`src/rtl/button_debouncer.sv`:
```
// Single-button debouncer: two-flop synchronizer, self-generated slow sample
// tick, press/release qualification over STABLE_TICKS agreeing samples and a
// long-press detector. Pulses are registered and last one clk_in cycle.
//
// state        | meaning
// -------------|-------------------------------------------------------------
// IDLE         | released, waiting for a first pressed sample
// PRESS_WAIT   | counting consecutive pressed samples toward acceptance
// PRESSED      | accepted press, counting hold samples toward LONG_TICKS
// LONG         | long press reported, hold counter frozen
// RELEASE_WAIT | counting consecutive released samples toward acceptance
module button_debouncer #(
  parameter int TICK_DIV     = 250000,
  parameter int STABLE_TICKS = 4,
  parameter int LONG_TICKS   = 600,
  parameter bit ACTIVE_LOW   = 1'b1
) (
  input  logic clk_in,
  input  logic rst_n,
  input  logic btn_raw,
  output logic btn_level,
  output logic press_pulse,
  output logic long_pulse,
  output logic release_pulse,
  output logic sample_tick
);

  localparam int TW = $clog2(TICK_DIV);
  localparam int SW = $clog2(STABLE_TICKS + 1);
  localparam int HW = $clog2(LONG_TICKS + 1);

  localparam logic [TW-1:0] TICK_LAST  = TW'(TICK_DIV - 1);
  localparam logic [SW-1:0] STABLE_MAX = SW'(STABLE_TICKS);
  localparam logic [SW-1:0] STABLE_ONE = SW'(1);
  localparam logic [HW-1:0] HOLD_MAX   = HW'(LONG_TICKS);
  localparam logic          PIN_IDLE   = ACTIVE_LOW;

  typedef enum logic [2:0] {
    IDLE,
    PRESS_WAIT,
    PRESSED,
    LONG,
    RELEASE_WAIT
  } state_t;

  state_t        state;
  logic [1:0]    sync_q;
  logic          btn_s;
  logic [TW-1:0] tick_cnt;
  logic [SW-1:0] stable_cnt;
  logic [SW-1:0] stable_inc;
  logic [HW-1:0] hold_cnt;
  logic [HW-1:0] hold_inc;
  logic          long_flag;

  // Two-flop synchronizer, parked at the idle pin level during reset.
  always_ff @(posedge clk_in or negedge rst_n) begin
    if (!rst_n) begin
      sync_q <= {2{PIN_IDLE}};
    end else begin
      sync_q <= {sync_q[0], btn_raw};
    end
  end

  assign btn_s = ACTIVE_LOW ? ~sync_q[1] : sync_q[1];

  // Free-running sample divider; the tick is the terminal count itself.
  always_ff @(posedge clk_in or negedge rst_n) begin
    if (!rst_n) begin
      tick_cnt <= '0;
    end else if (sample_tick) begin
      tick_cnt <= '0;
    end else begin
      tick_cnt <= tick_cnt + TW'(1);
    end
  end

  assign sample_tick = (tick_cnt == TICK_LAST);
  assign stable_inc  = stable_cnt + SW'(1);
  assign hold_inc    = hold_cnt + HW'(1);

  // Debounce FSM; only advances on sample ticks, pulses clear every cycle.
  always_ff @(posedge clk_in or negedge rst_n) begin
    if (!rst_n) begin
      state         <= IDLE;
      stable_cnt    <= '0;
      hold_cnt      <= '0;
      long_flag     <= 1'b0;
      btn_level     <= 1'b0;
      press_pulse   <= 1'b0;
      long_pulse    <= 1'b0;
      release_pulse <= 1'b0;
    end else begin
      press_pulse   <= 1'b0;
      long_pulse    <= 1'b0;
      release_pulse <= 1'b0;
      if (sample_tick) begin
        case (state)
          IDLE: begin
            if (btn_s) begin
              stable_cnt <= STABLE_ONE;
              if (STABLE_MAX == STABLE_ONE) begin
                state       <= PRESSED;
                hold_cnt    <= '0;
                long_flag   <= 1'b0;
                press_pulse <= 1'b1;
                btn_level   <= 1'b1;
              end else begin
                state <= PRESS_WAIT;
              end
            end
          end
          PRESS_WAIT: begin
            if (btn_s) begin
              stable_cnt <= stable_inc;
              if (stable_inc == STABLE_MAX) begin
                state       <= PRESSED;
                hold_cnt    <= '0;
                long_flag   <= 1'b0;
                press_pulse <= 1'b1;
                btn_level   <= 1'b1;
              end
            end else begin
              state      <= IDLE;
              stable_cnt <= '0;
            end
          end
          PRESSED, LONG: begin
            if (btn_s) begin
              // Hold only advances in PRESSED and saturates at HOLD_MAX.
              if (state == PRESSED && hold_cnt != HOLD_MAX) begin
                hold_cnt <= hold_inc;
                if (hold_inc == HOLD_MAX) begin
                  state      <= LONG;
                  long_flag  <= 1'b1;
                  long_pulse <= 1'b1;
                end
              end
            end else begin
              stable_cnt <= STABLE_ONE;
              if (STABLE_MAX == STABLE_ONE) begin
                state         <= IDLE;
                release_pulse <= 1'b1;
                btn_level     <= 1'b0;
              end else begin
                state <= RELEASE_WAIT;
              end
            end
          end
          RELEASE_WAIT: begin
            if (btn_s) begin
              // A bounce resumes the hold without restarting the long count.
              state <= long_flag ? LONG : PRESSED;
            end else begin
              stable_cnt <= stable_inc;
              if (stable_inc == STABLE_MAX) begin
                state         <= IDLE;
                release_pulse <= 1'b1;
                btn_level     <= 1'b0;
              end
            end
          end
          default: begin
            state <= IDLE;
          end
        endcase
      end
    end
  end

endmodule
```
`config.mk`:
```
export PLATFORM = sky130hd
export DESIGN_NAME = button_debouncer
export DESIGN_NICKNAME = d
export VERILOG_FILES = /design/src/rtl/button_debouncer.sv
export SDC_FILE = /design/constraint.sdc
export NUM_CORES = 1
export LEC_CHECK = 0
export CORE_MARGIN = 2
export CORE_UTILIZATION = 45
export CTS_CLUSTER_SIZE = 14
export DETAILED_ROUTE_END_ITERATION = 10
export MAX_ROUTING_LAYER = met4
export SLEW_MARGIN = 20
export SYNTH_ARGS = -nofsm -noshare
export SYNTH_HDL_FRONTEND = slang
export SYNTH_SLANG_ARGS = --single-unit
```
`constraint.sdc`:
```
create_clock -name clk_in -period 4.8 [get_ports clk_in]
set_input_delay 0.72 -clock clk_in [delete_from_list [all_inputs] [get_ports clk_in]]
set_output_delay 0.72 -clock clk_in [all_outputs]
set_load 0.1 [all_outputs]
```
==> Yosys cells after proc, flatten, opt, wreduce, memory -nomap -nowiden <==
Index checks and enable logic that the tools add are counted.
{ "classes": {"n_eq_ne": 21, "n_reduce_logical": 11, "addsub": 3, "mux": 42} }
{ "ops": {"columns": ["cell", "count"], "rows": [
  ["$mux 10", 4],
  ["$mux 3", 11],
  ["$pmux 3 s4", 2],
  ["$mux 1", 21],
  ["$pmux 10 s2", 1],
  ["$add 18x1->18 const B", 1],
  ["$eq 18x18->1 const B", 1],
  ["$mux 18", 1],
  ["$ne 2x2->1 const B", 9],
  ["$reduce_and 6->1", 3],
  ["$ne 3x3->1 const B", 4],
  ["$add 10x1->10 const B", 1],
  ["$eq 10x10->1 const B", 1],
  ["$ne 10x10->1 const B", 1],
  ["$reduce_and 7->1", 1],
  ["$eq 3x2->1 const B", 2],
  ["$eq 3x3->1 const B", 2],
  ["$reduce_and 5->1", 1],
  ["$pmux 1 s2", 2],
  ["$reduce_bool 2->1", 2],
  ["$reduce_bool 4->1", 1],
  ["$add 3x1->3 const B", 1],
  ["$eq 3x1->1 const B", 1],
  ["$logic_not 3->1", 1],
  ["2 further kinds", 2]
]} }
{ "totals": {"regBits": 41, "input_bits": 3, "word_cells": 87, "output_inout_bits": 5} }

==> Depth between registers and ports, before layout <==
Gate-level depths: netlist of run 1.
{ "logic_depth": {"word_depth": 7, "ltp_mapped": 8, "depth_no_buf": 7} }

==> Worst setup path after synthesis of run 1 <==
No wires, ideal clock.
{ "synth_path": {"path_type": "reg-to-output", "from": "register tick_cnt[13]", "to": "output sample_tick", "n_path_buf": 2, "required_ns": 4.080, "path_stages_with_launch": 6, "slack_ns": 2.022, "arrival_time_ns": 2.058, "cell_sequence": "dfrtp_1 -> or4_1 -> or4_4 -> nor3_2 -> buf_6 -> buf_4"} }
{ "synth_via": {"elab_chain_len": 1} }
{ "synth_rtl": {"columns": ["item", "line", "text"], "rows": [
  ["from (decl)", "49", "logic [TW-1:0] tick_cnt;"],
  ["from (signal assigned)", "74", "tick_cnt <= tick_cnt + TW'(1);"],
  ["$eq 18x18->1", "78", "assign sample_tick = (tick_cnt == TICK_LAST);"],
  ["to (decl)", "25", "output logic sample_tick"]
]} }
Every way passes these cells.

==> Worst setup path in the final report of run 1 <==
Same ends and word-level chain as after synthesis.

==> flow_summary.yaml, run 1 <==
status:
  outcome: "complete, no violations"
critical_path:
  r2r_setup_slack_ns: 2.23
  cp_max_fo: 4
  crit_start: "tick_cnt[13]"
  r2r-start: "tick_cnt[13]"
  path_class: "reg2out"
  start_kind: "register"
  arrival_ns: 2.26
  endpoint_kind: "output pin"
  worstPathRequired_ns: 4.08
route:
  topRoutingLayerUsed: "met4"
  wl_microns: 4270
  drtIter0Drc: 152
  met1_length_microns: 2130
  wl_met2_microns: 1910
  drc_errors: 0
  drtAntennaViolNets: 0
  via_count: 1679
  vias_per_cell: 5.50
  met3WireLength_microns: 181
  firstDrtPassIters: 4
  wl_per_cell_microns: 14.0
grt:
  grt_max_degree: 42
  grt_pass1_vias: 1607
  antenna_found_initial: 0
  grt_use_total: 0.183
  grt_pass1_wl_microns: 7600
  grt_overflow_total: 0
die:
  io_pins: 8
  fp-row-count: 25
  core_sq_mm: 0.00479
  die_w_microns: 74.8
  dieArea_sq_mm: 0.00560
  initial_core_util: 0.472
  die_h_microns: 74.8
layout:
  multi_input_area_sq_mm: 0.00116
  nets: 245
  seq_area_sq_mm: 0.00103
  drive_above_1_share: 0.134
  fin_area_sq_mm: 0.00245
  syn2layout_area_growth_pct: 8.59
  num_antenna_cells: 0
  fillerInstances: 448
clocking:
  cts-htree-levels: 2
  cts_hold_buf: 0
  insertion_delay_ns: 0.29
  cts_resized: 0
  cts_buffers: 5
  cts.sink_count: 41
  post_cts_buffers: 0
  clock_path_buffers: 2
  cts_tree: "yes"
  path_clk_slew_ns: 0.07
  cts-root-buf: "clkbuf_8"
synthesis:
  synth-simple-area-share: 0.271
  synthCells: 230
  ys_ff_latch: 41
  synth_compound_area_frac: 0.134
  synth_top_area_share: 0.432
  ys_top_cells_by_area: "dfrtp_1 (43%), nor2_1 (3.7%), nand2_1 (3.3%)"
  synthAdderAreaFrac: 0.0277
  ys.flop_type: "dfrtp_1"
  postSynthAreaPerCell_sq_um: 9.81
  synth_warnings: 0
  async_flop_share: 1.00
  yosys.area.top_type: "dfrtp_1"
  synth_top_family_by_area: "simple AND/OR/NAND/NOR gates"
  seq_area_frac_synth: 0.456
  synth_nets: 238
  synth.distinct_cells: 57
  synth_area_sq_mm: 0.00226
  synth_edf_count: 0
  muxShareOfSynthArea: 0.0288
  synth_common_cells: "dfrtp_1 (39), nor2_1 (22), nand2_1 (20), o21ai_0 (15), nand3_1 (12)"
  synth_xor_area_frac: 0.0543
  yosysMostFrequentCell: "dfrtp_1"
job:
  max-cap-violations: 0
timing:
  hold_violations: 0
  setup_viol: 0
  relSlewSlack: 0.355
  fmax_ghz: 0.336
  final-max-slew-violation-count: 0
  fin_crit_sh: 0.621
  period_needed_ns: 2.98
  tns_ns: 0
  worst_pin_slew_ns: 0.964
  rsz0062_at_grt: "no"
  skew_ns: 0.00742
placed_design:
  place_congestion: 0.782
  io_buffers: 7
  place_area_sq_mm: 0.00237
  hpwl_microns: 2900
hold_path:
  hp-class: "reg2reg"
  worstHoldStart: "sync_q[0]"
power:
  vdd_ir_drop_max_mv: 0.131
  p_leak_uw: 0.00102
  power.density_mw_per_mm2: 237
-- worst max-delay path, cell delays in order (launching register included) --
cell and delay, ns:
dfrtp_1 0.41, or4_1 0.52, or4_4 0.47, nor3_2 0.24, buf_4 0.33
-- logic make-up (layout without fill, tap and decap cells) --
kind of cell               after synthesis  in the layout
and+or+nand+nor                        107            107
AOI/OAI and AO/OA                       44             44
DFF                                     41             41
xor gates and xnor gates                14             14
buffers and inverters                   14             22
adders and majority gates                5              5
muxes                                    5              5
-- power by group --
group          switching (uW)  internal [uW]
combinational            9.43           3.09
sequential               1.50            347
clock                     119            101
total                     130            451
-- cell type report --
cell class | instances | share of cell area
Timing Repair Buffer | 8 | 0.0286
Inverter | 6 | 0.00919
Multi-Input combinational cell | 175 | 0.475
Sequential cell | 41 | 0.420
Tap cell | 67 | 0.0342
Clock inverter | 2 | 0.00408
Clock buffer | 6 | 0.0296
-- cells in the final DEF (no fill, tap or decap), types with 3 or more instances in the layout --
master | netlist | final
xnor2_1 | 6 | 6
inv_1 | 5 | 5
nor2_1 | 22 | 22
nor3b_1 | 3 | 3
nor2b_1 | 7 | 7
nand2_1 | 20 | 20
o31ai_1 | 3 | 3
a31oi_1 | 4 | 4
ha_1 | 5 | 5
dfrtp_1 | 39 | 39
nand3_1 | 12 | 12
xor2_1 | 8 | 8
and3_1 | 4 | 4
nand2b_1 | 4 | 4
a21oi_1 | 5 | 5
o21ai_0 | 15 | 15
nand4_1 | 4 | 4
or3b_2 | 3 | 3
mux2_4 | 3 | 3
clkdlybuf4s50_1 | 0 | 5
clkbuf_8 | 0 | 5
nor3_1 | 7 | 7
-- through the flow --
step	instances	hold WS (ns)	setup slack, ns	power, uW	util
2_1_floorplan	230	0.345	2.02	359	-
3_3_place_gp	297	0.346	2.15	368	0.495
3_5_place_dp	297	0.353	2.14	368	0.495
4_1_cts	305	0.364	1.81	590	0.512
5_1_grt	305	0.366	1.74	606	0.512
6_report	305	0.363	1.82	581	0.512
-- flip-flops by register name, indices dropped and copies added (netlist names) --
signal,flops
stable_cnt,3
long_pulse,1
state,3
tick_cnt,18
hold_cnt,10
long_flag,1
press_pulse,1
btn_level,1
release_pulse,1
sync_q,2
-- worst paths after layout --
path                                to  cells after the start
hold / removal               sync_q[1]                      0
setup reg to reg           hold_cnt[7]                      6
max in group asynchronous  tick_cnt[7]                      1
min in group asynchronous  hold_cnt[8]                      1
setup / recovery           sample_tick                      4
hold reg to reg              sync_q[1]                      0
-- routing by layer --
layer | GRT usage | up-vias
met1 | 0.236 | 795
met3 | 0.0442 | 4
met2 | 0.286 | 37
met5 | - | -
met4 | 0.0536 | 0
li1 | - | 843
(Power assumes the default switching activity.)
==> run 2: changes to the inputs <==
==> constraint.sdc (replaced) <==
create_clock -name clk_in -period 3.09 [get_ports clk_in]
set_input_delay 0.4635 -clock clk_in [delete_from_list [all_inputs] [get_ports clk_in]]
set_output_delay 0.4635 -clock clk_in [all_outputs]
set_load 0.1 [all_outputs]
==> run 2 against run 1 <==
Register-to-register slack got worse by 1.6 ns; clock skew decreased by 0.0039 ns; critical path depth increased by 1; die area unchanged; utilization increased by 1.3 points; largest cell class unchanged; highest routed layer unchanged.
==> flow_summary.yaml, run 2 (same netlist as run 1, synthesis figures left out) <==
status:
  outcome: "complete, no violations"
critical_path:
  cp_max_fo: 10
  r2r-start: "tick_cnt[13]"
  r2r_setup_slack_ns: 0.61
  start_kind: "register"
  path_class: "reg2out"
  r2r_cells: 6
  crit_slowest_cell: "or4_1"
  worstPathRequired_ns: 2.63
  rr_endpoint: "hold_cnt[7]"
  crit_path_cell_trace: "or4_1 -> or4_4 -> nor3_2 -> buf_4 -> buf_12"
  arrival_ns: 2.30
  cp_slowest_stage_delay_ns: 0.52
  cp_top_family: "simple AND/OR/NAND/NOR gates"
  endpoint_kind: "output pin"
  cp.buffers_inverters: 2
power:
  p_int_uw: 864
  power.switching_uw: 204
  swShare: 0.191
  clockPowerShare: 0.475
  vdd_ir_drop_max_mv: 0.329
  seq_power_share: 0.506
  power.density_mw_per_mm2: 425
  p_leak_uw: 0.00106
  p_total_uw: 1070
  combPwrFrac: 0.019
layout:
  top_register: "tick_cnt"
  mostFrequentLayoutCell: "dfrtp_1"
  syn2layout_area_growth_pct: 11.3
  num_antenna_cells: 0
  layout_common_cells: "dfrtp_1 (39), nor2_1 (22), nand2_1 (20)"
  largest_reg_flops: 18
  nets: 246
  top_regs: "tick_cnt x18, hold_cnt x10"
  final_cells: 306
  drive_above_1_share: 0.159
clocking:
  insertion_delay_ns: 0.29
  post_cts_buffers: 0
  cts_hold_buf: 0
  cts_tree: "yes"
  cts-htree-levels: 2
  cts_resized: 0
  cts-root-buf: "clkbuf_8"
  cts.sink_count: 41
  path_clk_slew_ns: 0.08
  cts_buffers: 5
  clock_path_buffers: 2
timing:
  rsz0062_at_grt: "no"
  fmax_ghz: 0.361
  worst_pin_slew_ns: 0.912
  skew_ns: 0.00351
  fin_crit_sh: 0.896
  final-max-slew-violation-count: 0
  period_needed_ns: 2.77
  relSlewSlack: 0.392
  setup_viol: 0
  tns_ns: 0
  hold_violations: 0
route:
  drc_errors: 0
  vias_per_cell: 5.55
  wl_microns: 4270
  via_count: 1699
  drtIter0Drc: 106
  wl_per_cell_microns: 14.0
  drtAntennaViolNets: 0
  firstDrtPassIters: 4
die:
  dieArea_sq_mm: 0.00560
  initial_core_util: 0.472
  core_sq_mm: 0.00479
  die_w_microns: 74.8
  die_h_microns: 74.8
  io_pins: 8
  fp-row-count: 25
grt:
  grt_max_degree: 42
  grt_pass1_vias: 1668
  grt_pass1_wl_microns: 7650
  grt_use_total: 0.181
  antenna_found_initial: 0
  grt_overflow_total: 0
placed_design:
  hpwl_microns: 2950
  dp.cells: 298
  place_congestion: 0.808
  io_buffers: 7
job:
  max-cap-violations: 0
hold_path:
  hp-class: "in2async"
[run 2: final cells by class]
type | count | area [sq um]
Clock buffer | 5 | 68.8
Clock inverter | 3 | 65.1
Fill cell | 453 | 2270
Inverter | 6 | 22.5
Multi-Input combinational cell | 175 | 1160
Sequential cell | 41 | 1030
Tap cell | 67 | 83.8
Timing Repair Buffer | 9 | 80.1
[run 2: metrics by stage]
stage	utilization	area [sq um]	hold slack, ns	worst slack, ns
finish	0.525	2510	0.299	0.322
global route	0.525	2510	0.372	0.214
CTS	0.525	2510	0.335	0.292
detailed placement	0.497	2380	0.347	0.625
global placement	0.497	2380	0.347	0.673
floorplan	-	2260	0.168	0.568
[run 2: power groups by stage]
stage | registers, uW | clock network [uW] | logic, uW
after detailed placement | 551 | 0 | 21.1
after global placement | 551 | 0 | 20.7
final | 541 | 507 | 19.8
after CTS | 541 | 525 | 21.0
after global routing | 541 | 544 | 23.8
after floorplan | 549 | 0 | 8.19
[run 2: worst max-delay path by stage]
stage                 start           to  depth (start not counted)
2_1_floorplan  tick_cnt[13]  sample_tick                          5
3_3_place_gp   tick_cnt[10]  sample_tick                          5
3_5_place_dp   tick_cnt[13]  hold_cnt[8]                          6
4_1_cts        tick_cnt[13]  sample_tick                          5
5_1_grt        tick_cnt[13]  sample_tick                          5
6_report       tick_cnt[13]  sample_tick                          5
[run 2: metal layers]
layer / wire, microns / GRT usage / vias up
met3: 137 / 0.0402 / 5
li1: - / - / 845
met1: 2160 / 0.246 / 827
met2: 1930 / 0.273 / 22
met4: 55 / 0.0536 / 0
met5: 0 / - / -
==> run 3: changes to the inputs <==
--- a/config.mk
+++ b/config.mk
@@ -6,7 +6,7 @@
 export NUM_CORES = 1
 export LEC_CHECK = 0
 export CORE_MARGIN = 2
-export CORE_UTILIZATION = 45
+export CORE_UTILIZATION = 28
 export CTS_CLUSTER_SIZE = 14
 export DETAILED_ROUTE_END_ITERATION = 10
 export MAX_ROUTING_LAYER = met4
==> run 3 against run 2 <==
Die area rose by 57%; largest cell class unchanged; sequential share of layout area is essentially flat; cell area is essentially flat; wire length up 6.6%; sequential power about the same; count of clock-buffer cells in the layout increased by 3; combinational power hardly changed.
==> flow_summary.yaml, run 3 (same netlist as run 1, synthesis figures left out) <==
clocking:
  clock_path_buffers: 2
  cts_tree: "yes"
  insertion_delay_ns: 0.29
  cts-root-buf: "clkbuf_8"
  cts_resized: 0
  cts_buffers: 5
  post_cts_buffers: 0
  cts_hold_buf: 0
  cts.sink_count: 41
  cts-htree-levels: 2
  path_clk_slew_ns: 0.08
placed_design:
  io_buffers: 7
  place_congestion: 0.785
  hpwl_microns: 3180
  dp.cells: 334
grt:
  grt_use_total: 0.117
  grt_pass1_vias: 1730
  grt_pass1_wl_microns: 8110
  antenna_found_initial: 0
  grt_overflow_total: 0
  grt_max_degree: 42
power:
  power.density_mw_per_mm2: 357
  p_leak_uw: 0.00104
  vdd_ir_drop_max_mv: 0.131
  power.switching_uw: 192
  clockPowerShare: 0.374
  combPwrFrac: 0.022
  seq_power_share: 0.604
  p_int_uw: 704
  swShare: 0.214
status:
  outcome: "complete, no violations"
timing:
  fin_crit_sh: 0.916
  setup_viol: 0
  relSlewSlack: 0.390
  hold_violations: 0
  whs_ns: 0.317
  tns_ns: 0
  period_needed_ns: 2.83
  skew_ns: 0.00908
  final-max-slew-violation-count: 0
  rsz0062_at_grt: "no"
  fmax_ghz: 0.353
  worst_pin_slew_ns: 0.915
route:
  firstDrtPassIters: 4
  via_count: 1710
  wl_per_cell_microns: 13.3
  drc_errors: 0
  wl_microns: 4560
  drtIter0Drc: 71
  drtAntennaViolNets: 0
  vias_per_cell: 5.00
layout:
  fillerInstances: 804
  nets: 247
  syn2layout_area_growth_pct: 11.2
  mostFrequentLayoutCell: "dfrtp_1"
  final_core_util: 0.323
  layout_common_cells: "dfrtp_1 (39), nor2_1 (22), nand2_1 (20)"
  seq_area_sq_mm: 0.00103
  top_regs: "tick_cnt x18, hold_cnt x10"
  num_antenna_cells: 0
  final_cells: 342
  largest_reg_flops: 18
  top_register: "tick_cnt"
  multi_input_area_sq_mm: 0.00116
  drive_above_1_share: 0.150
die:
  fp-row-count: 32
  die_w_microns: 93.8
  dieArea_sq_mm: 0.00880
  io_pins: 8
  core_sq_mm: 0.00777
  die_h_microns: 93.8
  initial_core_util: 0.291
critical_path:
  path_class: "reg2out"
  crit_slowest_cell: "or4_1"
  worstPathRequired_ns: 2.63
  arrival_ns: 2.37
  endpoint_kind: "output pin"
  crit_path_cell_trace: "or4_1 -> or4_4 -> nor3_2 -> buf_12"
  cp_max_fo: 4
  cp_slowest_stage_delay_ns: 0.53
  start_kind: "register"
hold_path:
  hp-class: "in2async"
job:
  max-cap-violations: 0
## run 3: worst max-delay path, delay by kind of cell (launching register included)
family,cells,cell delay (ns)
simple gates,3,1.43
flops,1,0.41
buf+inv,1,0.24
## run 3: power groups by stage
stage	Clock (uW)	Combinational, uW	Sequential, uW
global placement	0	21.1	551
floorplan	0	8.19	549
CTS	347	21.2	541
finish	335	19.9	541
global route	359	23.6	541
detailed placement	0	21.3	552
## run 3: cell type report
class / count / share of cell area
flip-flops and latches: 41 / 0.410
well taps: 102 / 0.0508
clock buffers: 8 / 0.0319
inverters: 6 / 0.00897
repair buffers: 10 / 0.0349
multi-input cells: 175 / 0.464
## run 3: path summary, 6_finish.rpt
check                                 to         start  slack, ns  cells after the start
setup / recovery             sample_tick  tick_cnt[13]       0.26                      4
hold / removal              tick_cnt[14]         rst_n       0.32                      1
setup reg to reg           stable_cnt[1]  tick_cnt[13]       0.50                      6
hold reg to reg                sync_q[1]     sync_q[0]       0.36                      0
max in group asynchronous    hold_cnt[2]         rst_n       2.21                      1
min in group clk_in            sync_q[1]     sync_q[0]       0.36                      0
## run 3: routing by layer
metal  global-route usage  vias up  routed length [microns]
met5                    -        -                        0
met4               0.0495        0                       84
met3               0.0177        9                       92
met2                0.187       27                     2180
met1                0.149      825                     2200
li1                     -      849                        -
## run 3: through the flow
| step | setup WS (ns) | power (uW) | cell area [sq um] |
|---|---|---|---|
| 5_1_grt | 0.191 | 924 | 2510 |
| 2_1_floorplan | 0.568 | 558 | 2260 |
| 6_report | 0.259 | 896 | 2510 |
| 3_3_place_gp | 0.549 | 572 | 2430 |
| 3_5_place_dp | 0.476 | 573 | 2430 |
| 4_1_cts | 0.214 | 909 | 2510 |
